===== config.mk =====
export PLATFORM = sky130hd
export DESIGN_NAME = uart_bus_master
export DESIGN_NICKNAME = d
export VERILOG_FILES = /design/src/rtl/uart_bus_master.sv
export SDC_FILE = /design/constraint.sdc
export NUM_CORES = 1
export LEC_CHECK = 0
export BUFFER_PORTS_ARGS = -buffer_cell sky130_fd_sc_hd__clkbuf_2
export CAP_MARGIN = 20
export CORE_MARGIN = 2
export CORE_UTILIZATION = 58
export CTS_CLUSTER_SIZE = 28
export DETAILED_ROUTE_END_ITERATION = 16
export HOLD_SLACK_MARGIN = 0.02
export PLACE_DENSITY = 0.89
export SYNTH_ARGS = -nofsm -noshare
export SYNTH_HDL_FRONTEND = slang
export SYNTH_SLANG_ARGS = --single-unit

===== constraint.sdc =====
create_clock -name i_clk -period 3 [get_ports i_clk]
set_input_delay 0.45 -clock i_clk [delete_from_list [all_inputs] [get_ports i_clk]]
set_output_delay 0.45 -clock i_clk [all_outputs]
set_load 0.02 [all_outputs]

===== src/rtl/uart_bus_master.sv =====
// ============================================================================
// Module   : uart_bus_master
// Purpose  : UART-driven debug/loader initiator. Parses W/R/P command frames
//            from RX, issues one bus access per frame, and replies on TX.
// Revision : 1.0 - initial release
// ============================================================================
`default_nettype none

module uart_bus_master #(
    parameter int DATA_WIDTH = 32,
    parameter int TIMEOUT    = 1023
) (
    input  logic                  i_clk,
    input  logic                  i_rst,
    input  logic [7:0]            i_rx_data,
    input  logic                  i_rx_valid,
    output logic                  o_rx_ready,
    output logic [7:0]            o_tx_data,
    output logic                  o_tx_valid,
    input  logic                  i_tx_ready,
    output logic [31:0]           o_addr,
    output logic [DATA_WIDTH-1:0] o_data,
    output logic                  o_wr_valid,
    input  logic                  i_wr_ready,
    input  logic [DATA_WIDTH-1:0] i_data,
    input  logic                  i_rd_valid,
    output logic                  o_rd_ready,
    output logic                  o_busy,
    output logic                  o_bus_err
);

    localparam int c_nb    = DATA_WIDTH / 8;
    localparam int c_tmo_w = $clog2(TIMEOUT + 1);
    localparam int c_cnt_w = $clog2(c_nb + 4) + 1;

    localparam logic [7:0] c_op_write = 8'h57;
    localparam logic [7:0] c_op_read  = 8'h52;
    localparam logic [7:0] c_op_ping  = 8'h50;
    localparam logic [7:0] c_ack      = 8'h06;
    localparam logic [7:0] c_nak      = 8'h15;

    typedef enum logic [2:0] {
        S_IDLE   = 3'd0,
        S_ADDR   = 3'd1,
        S_DATA   = 3'd2,
        S_BUS_WR = 3'd3,
        S_BUS_RD = 3'd4,
        S_RESP   = 3'd5
    } state_t;

    state_t                  state_q, state_d;
    logic [7:0]              op_q, op_d;
    logic [c_cnt_w-1:0]      cnt_q, cnt_d;
    logic [c_tmo_w-1:0]      tmo_q, tmo_d;
    logic [31:0]             addr_q, addr_d;
    logic [DATA_WIDTH-1:0]   data_q, data_d;
    logic [DATA_WIDTH-1:0]   tx_q, tx_d;
    logic                    bus_err_q, bus_err_d;

    logic                    w_rx_ready;
    logic                    w_rx_fire;
    logic                    w_tmo_hit;

    assign w_rx_ready = (state_q == S_IDLE) || (state_q == S_ADDR) || (state_q == S_DATA);
    assign w_rx_fire  = w_rx_ready && i_rx_valid;
    assign w_tmo_hit  = (tmo_q == c_tmo_w'(TIMEOUT));

    always_ff @(posedge i_clk) begin
        if (i_rst) begin
            state_q   <= S_IDLE;
            op_q      <= 8'h00;
            cnt_q     <= '0;
            tmo_q     <= '0;
            addr_q    <= 32'h0;
            data_q    <= '0;
            tx_q      <= '0;
            bus_err_q <= 1'b0;
        end else begin
            state_q   <= state_d;
            op_q      <= op_d;
            cnt_q     <= cnt_d;
            tmo_q     <= tmo_d;
            addr_q    <= addr_d;
            data_q    <= data_d;
            tx_q      <= tx_d;
            bus_err_q <= bus_err_d;
        end
    end

    always_comb begin
        state_d   = state_q;
        op_d      = op_q;
        cnt_d     = cnt_q;
        tmo_d     = tmo_q;
        addr_d    = addr_q;
        data_d    = data_q;
        tx_d      = tx_q;
        bus_err_d = 1'b0;

        case (state_q)
            S_IDLE: begin
                if (w_rx_fire) begin
                    op_d  = i_rx_data;
                    cnt_d = '0;
                    // Single-byte replies sit in the top byte of the TX shifter
                    if (i_rx_data == c_op_write || i_rx_data == c_op_read) begin
                        state_d = S_ADDR;
                    end else if (i_rx_data == c_op_ping) begin
                        tx_d    = DATA_WIDTH'(c_op_ping) << (DATA_WIDTH - 8);
                        state_d = S_RESP;
                    end else begin
                        tx_d    = DATA_WIDTH'(c_nak) << (DATA_WIDTH - 8);
                        state_d = S_RESP;
                    end
                end
            end

            S_ADDR: begin
                if (w_rx_fire) begin
                    addr_d = {addr_q[23:0], i_rx_data};
                    cnt_d  = cnt_q + c_cnt_w'(1);
                    if (cnt_q == c_cnt_w'(3)) begin
                        cnt_d   = '0;
                        tmo_d   = '0;
                        state_d = (op_q == c_op_write) ? S_DATA : S_BUS_RD;
                    end
                end
            end

            S_DATA: begin
                if (w_rx_fire) begin
                    data_d = (data_q << 8) | DATA_WIDTH'(i_rx_data);
                    cnt_d  = cnt_q + c_cnt_w'(1);
                    if (cnt_q == c_cnt_w'(c_nb - 1)) begin
                        cnt_d   = '0;
                        tmo_d   = '0;
                        state_d = S_BUS_WR;
                    end
                end
            end

            S_BUS_WR: begin
                // A grant on the final counted cycle still wins over the timeout
                if (i_wr_ready) begin
                    tx_d    = DATA_WIDTH'(c_ack) << (DATA_WIDTH - 8);
                    cnt_d   = '0;
                    state_d = S_RESP;
                end else if (w_tmo_hit) begin
                    tx_d      = DATA_WIDTH'(c_nak) << (DATA_WIDTH - 8);
                    cnt_d     = '0;
                    bus_err_d = 1'b1;
                    state_d   = S_RESP;
                end else begin
                    tmo_d = tmo_q + c_tmo_w'(1);
                end
            end

            S_BUS_RD: begin
                if (i_rd_valid) begin
                    tx_d    = i_data;
                    cnt_d   = c_cnt_w'(c_nb - 1);
                    state_d = S_RESP;
                end else if (w_tmo_hit) begin
                    tx_d      = DATA_WIDTH'(c_nak) << (DATA_WIDTH - 8);
                    cnt_d     = '0;
                    bus_err_d = 1'b1;
                    state_d   = S_RESP;
                end else begin
                    tmo_d = tmo_q + c_tmo_w'(1);
                end
            end

            S_RESP: begin
                // cnt_q holds the number of bytes still to send after this one
                if (i_tx_ready) begin
                    if (cnt_q == '0) begin
                        state_d = S_IDLE;
                    end else begin
                        cnt_d = cnt_q - c_cnt_w'(1);
                        tx_d  = tx_q << 8;
                    end
                end
            end

            default: state_d = S_IDLE;
        endcase
    end

    assign o_rx_ready = w_rx_ready && !i_rst;
    assign o_tx_valid = (state_q == S_RESP);
    assign o_tx_data  = (state_q == S_RESP) ? tx_q[DATA_WIDTH-1 -: 8] : 8'h00;
    assign o_addr     = addr_q;
    assign o_data     = data_q;
    assign o_wr_valid = (state_q == S_BUS_WR);
    assign o_rd_ready = (state_q == S_BUS_RD);
    assign o_busy     = (state_q != S_IDLE);
    assign o_bus_err  = bus_err_q;

endmodule

`default_nettype wire

Word-level counts from Yosys, hierarchy flattened. Cells that the tools add are included.

Register bits: 122. Input bits: 46. Output and inout port bits: 78. Word-level logic and storage cells: 98.

$add $sub $neg: 3. Equality and inequality tests: 24. Muxes and demuxes: 42. Bitwise gates (word level): 1. Reductions and logical operators: 20.

Operator list (count): $mux W32 (7); $pmux W32 S4 (1); $mux W10 (5); $mux W3 (12); $eq A8 B7 Y1 const B (4); $mux W4 (8); $or A32 B8 Y32 (1); $mux W31 (1); $pmux W10 S3 (1); $pmux W4 S5 (1); $pmux W3 S6 (1); $reduce_and A5 Y1 (3); $ne A2 B2 Y1 const B (7); $ne A2 B1 Y1 const B (6); $add A10 B1 Y10 const B (1); $eq A10 B10 Y1 const B (1); $mux W8 (1); $reduce_and A7 Y1 (1); $eq A3 B2 Y1 const B (2); $eq A3 B3 Y1 const B (2); $reduce_and A2 Y1 (3); $reduce_bool A3 Y1 (2); $reduce_bool A5 Y1 (1); $add A4 B1 Y4 const B (1); other kinds (12) (17).

Depth between registers and ports, before layout. Gate-level depths: netlist of run 1.

Depth in word-level cells: 6. Gate-level depth with buffers: 9. Depth with buffers taken out: 7.

Worst setup path after synthesis of run 1. Ideal clock, no wire load.

Path type: register -> output. From: register state_q[2]. To: output port o_tx_data[0]. Arrival: 1.537 ns. Data required time: 2.550 ns. Path slack: 1.013 ns. Cell stages (with the launch flop): 7. Buffers on the path: 3. Path through: dfxtp_1 > buf_2 > buf_2 > nand3b_1 > inv_1 > clkbuf_1 > and2_1.

Longest elaborated chain between the ends: 2.

RTL lines: start, declared (line 51) `state_t state_q, state_d;`; start signal, assigned (line 79) `state_q <= state_d;`; $eq A3 B3 Y1; via o_tx_valid (line 19) `output logic o_tx_valid,`; $mux W8 (line 191) `assign o_tx_data = (state_q == S_RESP) ? tx_q[DATA_WIDTH-1 -: 8] : 8'h00;`; end, declared (line 18) `output logic [7:0] o_tx_data,`.

The timed path passes the listed nets, and every way through them passes these cells.

Worst setup path after layout of run 1.
From: register state_q[0]. To: output port o_tx_data[2].

Longest elaborated chain between the ends: 2.

RTL lines (line): $eq A3 B3 Y1 (191); $mux W8 (191).

No other way between the ends.

==> results of run 1 <==
[through the flow]
| step | area [µm²] | total power, mW | hold slack [ns] | setup WS (ns) | cells |
|---|---|---|---|---|---|
| after floorplan | 5370 | 2.92 | 0.431 | 1.01 | 629 |
| after global placement | 6010 | 3.18 | 0.440 | 0.558 | 829 |
| after detailed placement | 6010 | 3.24 | 0.447 | 0.454 | 829 |
| after CTS | 6570 | 5.17 | 0.132 | 0.159 | 860 |
| after global routing | 6600 | 5.42 | 0.129 | 0.103 | 861 |
| final | 6600 | 5.20 | 0.141 | 0.273 | 861 |
[flip-flops by register name, summed over array words and instances (netlist names)]
register and cells:
o_bus_err 1, o_data 32, cnt_q 4, state_q 3, o_addr 32, op_q 8
tx_q 32, tmo_q 10
[area by class of cell]
cell class                 count  area [µm²]
fill                         667        2510
timing repair buffer         135         728
tap                          111         139
sequential                   122        2440
clock inverter                14         150
clock buffer                  17         414
inverter                       7        26.3
multi-input combinational    455        2700
[layer usage]
| metal | up-vias | track usage [%] | part of all wire [%] |
|---|---|---|---|
| met2 | 255 | 49.7 | 50 |
| met5 | - | 0 | 0 |
| met1 | 2414 | 36.5 | 40 |
| met3 | 38 | 6.06 | 7.8 |
| met4 | 0 | 11.3 | 2.3 |
| li1 | 2464 | - | - |
[cell families after synthesis]
logic type | after synthesis | share of synthesized area (%)
xor+xnor | 8 | 1.31
simple gates | 262 | 23.7
compound gates | 181 | 24.2
fa+ha+maj | 4 | 0.933
flops | 122 | 45.5
buf+inv | 52 | 4.27
[power breakdown]
| part | switching [mW] | internal, mW |
|---|---|---|
| combinational | 0.844 | 0.497 |
| sequential | 0.162 | 1.76 |
| clock | 0.760 | 1.18 |
| total | 1.77 | 3.44 |
[path summary, 6_finish.rpt]
path | startpoint | endpoint | cells past startpoint
setup / recovery | state_q[0] | o_tx_data[2] | 5
hold / removal | i_data[6] | tx_q[6] | 2
setup reg to reg | state_q[1] | tx_q[30] | 5
hold reg to reg | o_data[31] | o_data[31] | 2
[cells in the final DEF, fill, tap and decap left out, types with 10 or more instances in the layout]
cell / instances
clkbuf_16: 16
o21ai_0: 11
a22oi_1: 20
clkbuf_2: 122
a21oi_1: 86
buf_4: 12
nor3_1: 10
o2bb2ai_2: 10
nand2_1: 154
o2bb2ai_1: 10
nor2_1: 19
dfxtp_1: 121
[timing repair]
action	in CTS	in global routing
endpoints found under the setup margin	0	7
hold buffers	0	0
gates resized for setup	0	1
==> metrics.md, run 1 <==
| Metric | Value |
|---|---|
| Slowest CP cell | `dfxtp_1` |
| Most common cell in the netlist | `nand2_1` |
| Vias/cell | `approximately 6` |
| Pre-antenna DRT Iters | `5` |
| Slowest stage delay, CP | `0.57 ns` |
| Seq/Total Area, Yosys | `45.5%` |
| RSZ-0062 raised after global routing | `no` |
| H-tree levels | `4` |
| # setup viols final | `0` |
| Syn Area/Cell | `8.53 µm²` |
| Crit path time final | `2.73 ns` |
| Die span in y | `100 µm` |
| Crit-path cells | `buf_4, nand3b_1, inv_1, and2_1, clkbuf_2` |
| Crit path max-delay family | `buffers and inverters` |
| Largest area contributor in the netlist | `dfxtp_1` |
| Largest net degree at the start of global routing | `56` |
| Post-synth EDFFs | `0` |
| Total die area | `around 10000 µm²` |
| Total GRT Usage | `29.2%` |
| Worst path required time | `between 2 and 3 ns` |
| Clock latency on the worst-skew pair | `0.51 ns` |
| Num CTS Buffers | `17` |
| Vias in the first global route | `between 4k and 5k` |
| Row count | `35` |
| RePlAce Congestion | `0.986` |
| Grt ovf | `0` |
| Port bufs | `123` |
| Post-synth cell types | `70` |
| Arrival time at the worst endpoint | `2.28 ns` |
| Routed Antenna Nets | `0` |
| Leakage | `between 2 and 3 nW` |
| Top FF cell, synth | `dfxtp_1` |
| Initial DRC count | `approximately 390` |
| Area of the mapped netlist | `5370 µm²` |
| CTS tree | `built` |
| Clock Path Buffers | `2` |
| TNS Setup | `0 ns` |
| Initial antenna violation count | `0` |
| Area Overhead vs Synth | `23.0%` |
| # IOs | `~120` |
| Max Clk Rate | `between 300 and 400 MHz` |
| Synth top area share | `about 46%` |
| Clk_skew | `around 0.0058 ns` |
| Setup Crit Path Kind | `reg -> out` |
| Worst slew pin tran | `approximately 0.91 ns` |
| Hold crit path type | `in -> reg` |
| Pwr/cell area | `slightly below 800 nW/µm²` |
| Total of max-cap violations | `0` |
| Top post-synthesis cells by area | `dfxtp_1 46%, nand2_1 11%, a21oi_1 8.0%` |
| Seq cells post-synth | `122` |
| Ys async rst share | `0%` |
| Yosys warns | `0` |
| Total wire length | `14.5 mm` |
| DR DRC count | `0` |
| Final Hold Fails | `0` |
| Commonest cells post-synth | `154 x nand2_1, 122 x dfxtp_1, 86 x a21oi_1` |
| Final Cycle Share | `just over 90%` |
| Clk slew on worst S/H paths | `0.06 ns` |
| Die W | `100 µm` |
| Starting Density | `58.9%` |
| First-pass GRT wire length | `between 20 and 25 mm` |
| Fin util | `72.5%` |
| Worst setup SP type | `flop` |
| Mapped Nets | `between 600 and 700` |
| Clk sinks | `122` |
| Antenna diodes | `0` |
| Routed vias | `5171` |
| WL/cell | `16.9 µm` |
| Post-synthesis instance total | `629` |
| FF-to-FF setup slack | `0.48 ns` |
| Final nets | `788` |
| Final Max Slew Viols | `0` |
| Crit path max fanout | `15` |
| Crit. End Element | `output port` |
| Detail Placement HPWL | `9.77 mm` |
| Layout cell share with drive strength beyond 1 | `26.0%` |
| Core area | `between 9000 and 10000 µm²` |
| Rel. slew slack | `39.1%` |
| Setup Buffers After CTS | `0` |
| Root buffer cell | `clkbuf_8` |
| Status | `complete, no violations` |
| VDD IR max | `roughly 0.0005 V` |
| CP bufs+invs | `3` |
No activity file was read; power rests on OpenSTA's default activity.
==> run 2: changes to the inputs <==
--- a/config.mk
+++ b/config.mk
@@ -5,7 +5,7 @@
 export SDC_FILE = /design/constraint.sdc
 export NUM_CORES = 1
 export LEC_CHECK = 0
-export BUFFER_PORTS_ARGS = -buffer_cell sky130_fd_sc_hd__clkbuf_2
+export BUFFER_PORTS_ARGS = -buffer_cell sky130_fd_sc_hd__buf_2
 export CAP_MARGIN = 20
 export CORE_MARGIN = 2
 export CORE_UTILIZATION = 58
@@ -13,6 +13,8 @@
 export DETAILED_ROUTE_END_ITERATION = 16
 export HOLD_SLACK_MARGIN = 0.02
 export PLACE_DENSITY = 0.89
+export SKIP_CTS_REPAIR_TIMING = 1
+export SLEW_MARGIN = 20
 export SYNTH_ARGS = -nofsm -noshare
 export SYNTH_HDL_FRONTEND = slang
 export SYNTH_SLANG_ARGS = --single-unit
==> metrics.md, run 2 (synthesized netlist as in run 1, its figures left out) <==
| Metric | Value |
|---|---|
| H-tree levels | `4 (unchanged)` |
| DR DRC count | `0 (unchanged)` |
| Vias/cell | `6.12 (+1.9%)` |
| First-pass GRT wire length | `22.9 mm (-2.4%)` |
| RePlAce Congestion | `0.969 (-1.8%)` |
| Arrival time at the worst endpoint | `2.34 ns (+0.06 ns)` |
| # IOs | `124 (unchanged)` |
| Detail Placement HPWL | `9.37 mm (-4.1%)` |
| Routed Antenna Nets | `0 (unchanged)` |
| Grt ovf | `0 (unchanged)` |
| NetSw | `1.75 mW (-0.92%)` |
| Final WS setup | `0.206 ns (-0.0666 ns)` |
| # setup viols final | `0 (unchanged)` |
| Met1 GRT Util | `36.7% (+0.16 points)` |
| R2R Path Start | `state_q[2]` |
| Total of max-cap violations | `0 (unchanged)` |
| Worst path required time | `2.55 ns (about the same)` |
| Most frequent cells in the layout | `154 x nand2_1, 122 x dfxtp_1, 122 x buf_2` |
| Initial DRC count | `381 (-2.1%)` |
| Final Hold Fails | `0 (unchanged)` |
| Pre-CTS setup slack | `0.560 ns (+0.106 ns)` |
| Row count | `35 (unchanged)` |
| Gr busiest metal | `met2` |
| Worst r2r dst | `tx_q[26]` |
| WL/cell | `16.6 µm (-1.2%)` |
| Total GRT Usage | `28.6% (-0.66 points)` |
| Pwr/cell area | `819 nW/µm² (+4.0%)` |
| Routed vias | `5259 (+1.7%)` |
| RSZ-0062 raised after global routing | `no` |
| M3 GR Usage | `6.20% (+0.14 points)` |
| Worst slew pin tran | `1.06 ns (+0.150 ns)` |
| Leakage | `2.64 nW (+3.4%)` |
| Largest net degree at the start of global routing | `46 (-18%)` |
| Cell-internal power | `3.69 mW (+7.5%)` |
| TNS Setup | `0 ns (unchanged)` |
| Die W | `100 µm (unchanged)` |
| Clk sinks | `122 (unchanged)` |
| Hold crit path type | `in -> reg` |
| Clk slew on worst S/H paths | `0.06 ns (about the same)` |
| Switching Fraction | `32.2% (-1.8 points)` |
| Clock Path Buffers | `2 (unchanged)` |
| Root buffer cell | `clkbuf_8` |
| Finished Layout Cells | `859 (-0.23%)` |
| Final Max Slew Viols | `0 (unchanged)` |
| Core area | `9110 µm² (unchanged)` |
| Antenna diodes | `0 (unchanged)` |
| Reg2reg path depth | `5 (unchanged)` |
| Hold Crit Depth | `2 (unchanged)` |
| Worst setup SP type | `flop` |
| Vias in the first global route | `4779 (-2.0%)` |
| Initial antenna violation count | `0 (unchanged)` |
| Final nets | `786 (-0.25%)` |
| Total die area | `10000 µm² (unchanged)` |
| Rel. slew slack | `29.5% (-9.6 points)` |
| Total wire length | `14.3 mm (-1.5%)` |
| Worst Hold Launch | `i_data[1]` |
| CTS tree | `built` |
| Worst hold slack | `0.134 ns (-0.00738 ns)` |
| Hold EP | `tx_q[1]` |
| VDD IR max | `0.000511 V (+4.8%)` |
| Port bufs | `123 (unchanged)` |
| Die span in y | `100 µm (unchanged)` |
| Combinational share of power | `24.1% (-1.7 points)` |
| Dpl cells | `828 (-0.12%)` |
| Pre-antenna DRT Iters | `6 (+1)` |
| Final Cycle Share | `93.1% (+2.2 points)` |
| Area Overhead vs Synth | `23.8%` |
| Crit. End Element | `output port` |
| FF-to-FF setup slack | `0.47 ns (about the same)` |
| Starting Density | `58.9% (unchanged)` |
| Crit path time final | `2.79 ns (+0.0666 ns)` |
| Clock latency on the worst-skew pair | `0.52 ns (about the same)` |
| Clk_skew | `0.0115 ns (+0.00573 ns)` |
| Clock share of power | `40.6% (+3.3 points)` |
| Num CTS Buffers | `17 (unchanged)` |
| Seq pwr share | `35.3% (-1.6 points)` |
| Max Clk Rate | `358 MHz (-2.4%)` |
| M2 GR Usage | `46.2% (-3.5 points)` |
| Commonest non-fill, non-tap cell in the layout | `nand2_1` |
| Layout cell share with drive strength beyond 1 | `25.7% (-0.33 points)` |
| Setup Crit Path Kind | `reg -> out` |
| Status | `complete, no violations` |
| Crit path max fanout | `16 (+1)` |
run 2: worst max-delay path by stage:
stage                     startpoint           end  slack [ns]  cells past startpoint
after global routing      state_q[0]  o_tx_data[4]        0.11                      4
final                     state_q[2]  o_tx_data[4]        0.21                      4
after floorplan           state_q[2]  o_tx_data[0]        1.01                      6
after detailed placement  state_q[1]      tx_q[30]        0.56                      5
after CTS                 state_q[0]  o_tx_data[4]        0.28                      4
after global placement    state_q[0]       tx_q[0]        0.69                      6
run 2: cell type report:
type | count | area [µm²]
Clock buffer | 18 | 428
Clock inverter | 13 | 215
Fill cell | 692 | 2460
Inverter | 7 | 26.3
Multi-Input combinational cell | 455 | 2700
Sequential cell | 122 | 2440
Tap cell | 111 | 139
Timing Repair Buffer | 133 | 693
run 2: layer usage:
| layer | vias up | share of wire (%) |
|---|---|---|
| met1 | 2514 | 41 |
| met3 | 43 | 7.4 |
| met2 | 243 | 49 |
| met4 | 0 | 2.6 |
| li1 | 2459 | - |
| met5 | - | 0 |
run 2: power by group through the flow:
| stage | clock network (mW) | logic (mW) | registers (mW) |
|---|---|---|---|
| after floorplan | 0 | 1.04 | 1.87 |
| after global placement | 0 | 1.23 | 1.93 |
| after detailed placement | 0 | 1.27 | 1.94 |
| after CTS | 2.22 | 1.29 | 1.91 |
| after global routing | 2.29 | 1.43 | 1.94 |
| final | 2.21 | 1.31 | 1.92 |
run 2: per-stage QoR:
stage / area [µm²] / total power [mW] / utilization, %
floorplan: 5370 / 2.92 / -
global placement: 6000 / 3.16 / 65.9
global route: 6640 / 5.66 / 72.9
finish: 6640 / 5.44 / 72.9
detailed placement: 6000 / 3.22 / 65.9
CTS: 6640 / 5.43 / 72.9
run 2: worst max-delay path, stage by stage, from the launching register on:
cell	delay, ns
dfxtp_1	0.71
nand3b_1	0.24
inv_1	0.47
and2_1	0.23
buf_2	0.17
